**src/rtl/modn_down_counter.sv**
```systemverilog
// Programmable modulo-N down counter: counts active_mod-1 down to 0, then wraps.
// Latency: count/tc/mod_pend update one clk edge after their cause; zero is combinational from count.
// Backpressure: none; en gates counting and load overrides en.
//
// Ports:
//   clk       rising-edge clock
//   rst       synchronous active-high reset
//   en        decrement (or wrap at 0) when high
//   load      load count from load_val (clamped to active_mod-1); beats en
//   load_val  value to load
//   mod_wr    write mod_n_in into the shadow modulus (ignored if out of range)
//   mod_n_in  new modulus, legal 2..2^WIDTH
//   count     current count
//   zero      count == 0
//   tc        one-cycle pulse in the cycle after a wrap
//   mod_pend  shadow modulus waiting for the next wrap
module modn_down_counter #(
    parameter int WIDTH = 3,
    parameter int MOD_N = 5
) (
    input  logic             clk,
    input  logic             rst,
    input  logic             en,
    input  logic             load,
    input  logic [WIDTH-1:0] load_val,
    input  logic             mod_wr,
    input  logic [WIDTH:0]   mod_n_in,
    output logic [WIDTH-1:0] count,
    output logic             zero,
    output logic             tc,
    output logic             mod_pend
);

    generate
        if (WIDTH < 1 || MOD_N < 2 || MOD_N > (1 << WIDTH)) begin : g_bad_param
            $error("modn_down_counter: MOD_N must be in 2..2^WIDTH");
        end
    endgenerate

    localparam logic [WIDTH:0]   RST_MOD   = (WIDTH+1)'(MOD_N);
    localparam logic [WIDTH:0]   MAX_MOD   = {1'b1, {WIDTH{1'b0}}};
    localparam logic [WIDTH:0]   MIN_MOD   = (WIDTH+1)'(2);
    localparam logic [WIDTH:0]   RST_TOP_W = RST_MOD - 1'b1;
    localparam logic [WIDTH-1:0] RST_TOP   = RST_TOP_W[WIDTH-1:0];

    logic [WIDTH-1:0] count_q, count_d;
    logic [WIDTH:0]   active_mod_q, active_mod_d;
    logic [WIDTH:0]   shadow_mod_q, shadow_mod_d;
    logic             pend_q, pend_d;
    logic             tc_q, tc_d;

    // Top-of-range values. Any legal modulus minus one fits in WIDTH bits,
    // so dropping the MSB of the (WIDTH+1)-bit difference loses nothing.
    logic [WIDTH:0]   active_top_w;
    logic [WIDTH:0]   shadow_top_w;
    logic             wrap;
    logic             mod_legal;

    assign active_top_w = active_mod_q - 1'b1;
    assign shadow_top_w = shadow_mod_q - 1'b1;
    assign wrap         = en && !load && (count_q == '0);
    assign mod_legal    = (mod_n_in >= MIN_MOD) && (mod_n_in <= MAX_MOD);

    always_comb begin
        count_d      = count_q;
        active_mod_d = active_mod_q;
        shadow_mod_d = shadow_mod_q;
        pend_d       = pend_q;
        tc_d         = 1'b0;

        if (load) begin
            // Clamp into the current range; a pending modulus is left alone.
            if ({1'b0, load_val} >= active_mod_q) begin
                count_d = active_top_w[WIDTH-1:0];
            end else begin
                count_d = load_val;
            end
        end else if (en) begin
            if (wrap) begin
                tc_d = 1'b1;
                if (pend_q) begin
                    active_mod_d = shadow_mod_q;
                    count_d      = shadow_top_w[WIDTH-1:0];
                    pend_d       = 1'b0;
                end else begin
                    count_d = active_top_w[WIDTH-1:0];
                end
            end else begin
                count_d = count_q - 1'b1;
            end
        end

        // Evaluated after the wrap so a same-cycle write re-arms pend for the
        // following wrap; this wrap already consumed the pre-edge shadow.
        if (mod_wr && mod_legal) begin
            shadow_mod_d = mod_n_in;
            pend_d       = 1'b1;
        end
    end

    always_ff @(posedge clk) begin
        if (rst) begin
            count_q      <= RST_TOP;
            active_mod_q <= RST_MOD;
            shadow_mod_q <= RST_MOD;
            pend_q       <= 1'b0;
            tc_q         <= 1'b0;
        end else begin
            count_q      <= count_d;
            active_mod_q <= active_mod_d;
            shadow_mod_q <= shadow_mod_d;
            pend_q       <= pend_d;
            tc_q         <= tc_d;
        end
    end

    assign count    = count_q;
    assign zero     = (count_q == '0);
    assign tc       = tc_q;
    assign mod_pend = pend_q;

endmodule
```
**config.mk**
```make
export PLATFORM = sky130hd
export DESIGN_NAME = modn_down_counter
export DESIGN_NICKNAME = d
export VERILOG_FILES = /design/src/rtl/modn_down_counter.sv
export SDC_FILE = /design/constraint.sdc
export NUM_CORES = 1
export LEC_CHECK = 0
export ABC_AREA = 1
export CAP_MARGIN = 20
export CELL_PAD_IN_SITES_DETAIL_PLACEMENT = 0
export CELL_PAD_IN_SITES_GLOBAL_PLACEMENT = 2
export CORE_MARGIN = 5
export CORE_UTILIZATION = 28
export CTS_BUF_LIST = sky130_fd_sc_hd__clkbuf_16
export CTS_CLUSTER_DIAMETER = 80
export CTS_CLUSTER_SIZE = 28
export DETAILED_ROUTE_END_ITERATION = 16
export MAX_ROUTING_LAYER = met4
export PLACE_DENSITY_LB_ADDON = 0.1
export SYNTH_ARGS = -nofsm -noshare
export SYNTH_HDL_FRONTEND = slang
export SYNTH_SLANG_ARGS = --single-unit
```
**constraint.sdc**
```tcl
create_clock -name clk -period 3.8 [get_ports clk]
set_input_delay 0.76 -clock clk [delete_from_list [all_inputs] [get_ports clk]]
set_output_delay 0.76 -clock clk [all_outputs]
set_load 0.01 [all_outputs]
```
==> results of run 1 <==
-- cell usage after synthesis (2+ instances only) --
library cell,n,area share [%]
a21oi_1,10,6.0
dfxtp_1,13,31
ha_1,7,11
inv_1,23,10
inv_2,2,0.90
nand2_1,28,13
nand2_2,2,1.5
nand3_1,9,5.4
nand4_1,3,2.3
nor2_1,7,3.2
nor2_4,2,2.7
o21ai_0,4,2.4
o21ai_1,2,1.2
xnor2_1,2,2.1
-- state kept, by name (all words and copies together) (netlist names) --
signal        count
mod_pend          1
tc                1
active_mod_q      4
shadow_mod_q      4
count             3
-- worst reg2reg max path, delay by kind of cell, from the launching register on --
family | cells | cell delay, ns
DFF | 1 | 0.34
AOI/OAI and AO/OA | 1 | 0.06
buffers and inverters | 2 | 0.10
adders and majority gates | 1 | 0.27
and+or+nand+nor | 5 | 0.52
-- routing by layer --
metal | up-vias | track usage (%) | wire [um]
met2 | 16 | 18.94 | 925
met1 | 345 | 12.05 | 872
li1 | 427 | - | -
met5 | - | - | 0
met4 | 0 | 5.541 | 38
met3 | 5 | 4.318 | 114
-- kinds of logic (layout without fill, tap and decap cells) --
group                    after synthesis  after routing  share of synthesized area, %
buffers and inverters                 26             46                         11.75
XOR/XNOR                               3              3                         3.163
AND/OR/NAND/NOR                       53             53                         29.07
AO/OA/AOI/OAI                         20             20                         14.16
adder cells (fa/ha/maj)                7              7                         10.54
flip-flops                            13             13                         31.33
-- cell type report --
type	instances	area (um^2)	area share, %
sequential	13	260.3	23.32
inverter	25	93.84	8.408
timing repair buffer	17	170.2	15.25
tap	31	38.79	3.475
clock inverter	1	5.005	0.4484
clock buffer	3	75.07	6.726
multi-input combinational	83	473.0	42.38
-- through the flow --
stage | area [um^2] | std cells | total power [mW]
after floorplan | 830.8 | 122 | 0.2044
after global routing | 1116 | 173 | 0.4636
after CTS | 1116 | 173 | 0.4446
after detailed placement | 1036 | 169 | 0.2404
after global placement | 1036 | 169 | 0.2398
final | 1116 | 173 | 0.4385
-- where the power goes --
part / leakage [nW] / internal [mW] / switching (mW)
combinational: 0.386 / 0.0408 / 0.0433
clock: 0.0409 / 0.140 / 0.0620
sequential: 0.107 / 0.145 / 0.00768
-- final timing paths --
path	to	cells past startpoint	slack (ns)	start
worst max-delay path	zero	5	1.48	count[0]
worst min-delay path	shadow_mod_q[3]	2	0.47	shadow_mod_q[3]
worst max register to register	count[0]	9	2.37	active_mod_q[2]
worst min register to register	shadow_mod_q[3]	2	0.47	shadow_mod_q[3]
==> results_dict.tcl, run 1 <==
set metrics [dict create \
    status "complete, no violations" \
    fin_ws_ns 1.476 \
    gp_congestion 0.7582 \
    setup_viol 0 \
    critPathKind "reg -> out" \
    vias 793 \
    drc 0 \
    avgSynthCellArea_um2 6.810 \
    cts_made_buffers 3 \
    start_util_pct 29.62 \
    via_per_inst 4.584 \
    final_cell_mix "nand2_1 (28), inv_1 (23), clkdlybuf4s50_1 (17), dfxtp_1 (13), a21oi_1 (10)" \
    netlist_instances 122 \
    clkSlewWorstSetupHoldPaths_ns 0.05 \
    finalCriticalPeriod_ns 2.324 \
    drive_gt1_share_pct 9.859 \
    setup_tns_ns 0 \
    ys.flop_type "dfxtp_1" \
    drt_pass1_iterations 3 \
    ir_drop_v 0.0002236 \
    wl_um 1950 \
    p_leak_nw 0.5338 \
    slew_viol_final 0 \
    ys_seq_area_share_pct 31.33 \
    clock.fmax_mhz 430.3 \
    cts_sinks 13 \
    final_common_cell "nand2_1" \
    end_kind "primary output" \
    synth_area_um2 830.8 \
    max_stage_delay_ns 0.55 \
    cts_tree "done" \
    synth_edf_count 0 \
    hpwl_um 1642 \
    dp_slack_ns 1.555 \
    antenna_found_initial 0 \
    cp_data_required_time_ns 3.04 \
    cp.buffers_inverters 3 \
    area_growth_pct 34.34 \
    io_buffers 17 \
    rsz0062_at_grt "no" \
    slew_headroom_pct 75.16 \
    n_antenna_cell 0 \
    cts_setup_buffers 0 \
    ys.warnings.count 0 \
    ios 18 \
    die_area_um2 4156 \
    postLayoutCoreUtil_pct 39.79 \
    synth.net_count 141 \
    cts_resized 0 \
    initialDrtViolationCount 14 \
    slowest_stage "clkdlybuf4s50_1" \
    hold_class "reg -> reg" \
    async_flop_share_pct 0 \
    ys_ff_latch 13 \
    fin_crit_sh_pct 61.16 \
    tightestPinTransition_ns 0.3714 \
    wl_per_cell_um 11.27 \
    core-area_um2 2805 \
    drv_cap 0 \
    holdBufCountCts 0 \
    crit_top_cell "inv_1" \
    track_usage_pct 11.46 \
    clk_path_buf_depth 2 \
    clk_latency_ns 0.25 \
    holdWs_ns 0.4706 \
    grt_pass1_vias 839 \
    power.density_nw_per_um2 392.9 \
    synth_cell_types 22 \
    nFillCells 327 \
    crit_arrival_ns 1.56 \
    gr-total-overflow 0 \
    crit_family "buffers and inverters" \
    crit_chain "inv_1 > ha_1 > inv_1 > nor2_4 > clkdlybuf4s50_1" \
    cts_max_level 1 \
    die-height_um 64.47 \
    fin_worst_skew_ns 0.003745 \
    fp-row-count 19 \
    grt_max_degree 10 \
    cts-root-buf "clkbuf_16" \
    critPathMaxFanout 4 \
    fin_nets 162 \
    ant_nets 0 \
    cp-start-kind "flop" \
    die_w_um 64.47 \
    grt_pass1_wl_um 3532 \
    hold_viol_final 0 \
]
Note: power is estimated with default switching activity, not from simulation.
==> run 2: changes to the inputs <==
--- a/config.mk
+++ b/config.mk
@@ -10,7 +10,7 @@
 export CELL_PAD_IN_SITES_DETAIL_PLACEMENT = 0
 export CELL_PAD_IN_SITES_GLOBAL_PLACEMENT = 2
 export CORE_MARGIN = 5
-export CORE_UTILIZATION = 28
+export CORE_UTILIZATION = 24
 export CTS_BUF_LIST = sky130_fd_sc_hd__clkbuf_16
 export CTS_CLUSTER_DIAMETER = 80
 export CTS_CLUSTER_SIZE = 28
==> constraint.sdc (replaced) <==
create_clock -name clk -period 2.1 [get_ports clk]
set_input_delay 0.42 -clock clk [delete_from_list [all_inputs] [get_ports clk]]
set_output_delay 0.42 -clock clk [all_outputs]
set_load 0.01 [all_outputs]
==> run 2 against run 1 <==
Critical path depth did not move. Combinational power rose by 82%. Register-to-register slack got worse by 1.7 ns. Final cell count rose by 8.7%. Global-route usage fell by 1.4 points. Sequential share of layout area fell by 0.36 points. Total power rose by 79%. Clock skew fell by 0.0018 ns. Sequential power rose by 82%. Hold slack got worse by 0.011 ns. Worst setup slack got worse by 1.4 ns. Clock power rose by 76%.
==> results_dict.tcl, run 2 (synthesis gave the netlist of run 1 again) <==
set metrics [dict create \
    slowest_stage "clkdlybuf4s50_1" \
    antenna_found_initial 0 \
    cp-start-kind "flop" \
    drt_pass1_iterations 4 \
    cts_tree "done" \
    fin_crit_sh_pct 94.29 \
    drv_cap 0 \
    setup_viol 0 \
    vias 784 \
    ant_nets 0 \
    fin_ws_ns 0.1199 \
    fin_area_um2 1134 \
    cp_data_required_time_ns 1.68 \
    rsz0062_at_grt "no" \
    finalCriticalPeriod_ns 1.980 \
    gp_congestion 0.7155 \
    grt_pass1_vias 780 \
    clkPwrFrac_pct 45.4 \
    final_common_cell "nand2_1" \
    drc 0 \
    cp.buffers_inverters 3 \
    cts_setup_buffers 0 \
    worstHoldStart "shadow_mod_q[3]" \
    p_seq_share_pct 35.1 \
    clock.fmax_mhz 505.0 \
    gr-total-overflow 0 \
    grt_pass1_wl_um 3443 \
    status "complete, no violations" \
    fp-row-count 21 \
    hold_class "reg -> reg" \
    setup_tns_ns 0 \
    end_kind "primary output" \
    crit_family "buffers and inverters" \
    crit_chain "inv_1 > ha_1 > inv_1 > nor2_4 > clkdlybuf4s50_1" \
    area_growth_pct 36.45 \
    holdBufCountCts 0 \
    internal_power_mw 0.5870 \
    die_area_um2 4738 \
    rr_worst_depth 9 \
    initialDrtViolationCount 15 \
    via_per_inst 4.170 \
    die_w_um 68.84 \
    grt_max_degree 10 \
    io_buffers 17 \
    clkSlewWorstSetupHoldPaths_ns 0.05 \
    placed_area_um2 1055 \
    nFillCells 375 \
    ios 18 \
    fin_worst_skew_ns 0.001919 \
    hold_path_depth 2 \
    start_util_pct 24.90 \
    cts-root-buf "clkbuf_16" \
    r2r-start "active_mod_q[2]" \
    track_usage_pct 10.11 \
    wl_um 1990 \
    hold_viol_final 0 \
    n_antenna_cell 0 \
    clk_latency_ns 0.24 \
    cts_sinks 13 \
    p_leak_nw 0.5352 \
    cts_resized 0 \
    hold_path_end "shadow_mod_q[3]" \
    r2r_slack_ns 0.70 \
    tightestPinTransition_ns 0.3831 \
    core-area_um2 3337 \
    drive_gt1_share_pct 9.155 \
    slew_viol_final 0 \
    critPathKind "reg -> out" \
    r2r-end "count[1]" \
    power.density_nw_per_um2 691.9 \
    wl_per_cell_um 10.59 \
    clk_path_buf_depth 2 \
    p_sw_share_pct 25.16 \
    die-height_um 68.84 \
    crit_top_cell "inv_1" \
    ir_drop_v 0.0002616 \
    fin_nets 162 \
    max_stage_delay_ns 0.55 \
    dp_slack_ns 0.1965 \
    slew_headroom_pct 74.38 \
    cts_max_level 1 \
    crit_arrival_ns 1.56 \
    combPwrFrac_pct 19.5 \
    final_cell_mix "nand2_1 (28), inv_1 (24), clkdlybuf4s50_1 (17), dfxtp_1 (13), a21oi_1 (10)" \
    p_sw_mw 0.1973 \
    hpwl_um 1687 \
    cts_made_buffers 3 \
    critPathMaxFanout 4 \
]
## run 2: routing by layer
layer  global-route usage, %  wire length [um]
met5                       -                 0
met4                   4.380                37
met3                   2.917                90
met2                   16.09               921
met1                   11.84               941
## run 2: cell type report
class,instances,area [um^2],area share [%]
multi-input cells,83,473.0,41.72
clock inverters,1,3.754,0.3311
clock buffers,3,75.07,6.623
flip-flops and latches,13,260.3,22.96
repair buffers,17,170.2,15.01
well taps,46,57.56,5.077
inverters,25,93.84,8.278
## run 2: worst max path at each step
stage	startpoint	to	slack [ns]	cells after the start
after global routing	count[0]	zero	0.0006	5
after detailed placement	load_val[0]	count[0]	0.20	10
after floorplan	load_val[0]	count[0]	0.78	9
after CTS	count[0]	zero	0.09	5
final	count[0]	zero	0.12	5
after global placement	load_val[0]	count[0]	0.21	10
## run 2: stage by stage
step	total power, mW	hold slack [ns]	utilization [%]	cells
global placement	0.4360	0.4630	31.61	184
detailed placement	0.4364	0.4569	31.61	184
finish	0.7844	0.4593	33.97	188
floorplan	0.3699	0.4422	-	122
global route	0.8327	0.4823	33.97	188
CTS	0.8007	0.4644	33.97	188
## run 2: power by group through the flow
stage / logic, mW / registers (mW) / clock network (mW)
after global routing: 0.176 / 0.278 / 0.379
final: 0.153 / 0.276 / 0.356
after floorplan: 0.0886 / 0.281 / 0
after detailed placement: 0.156 / 0.281 / 0
after global placement: 0.155 / 0.281 / 0
after CTS: 0.157 / 0.276 / 0.368
## run 2: worst min-delay path: stages, from the launching register on
cell     delay [ns]
dfxtp_1        0.30
nand2_1        0.06
a21oi_1        0.05
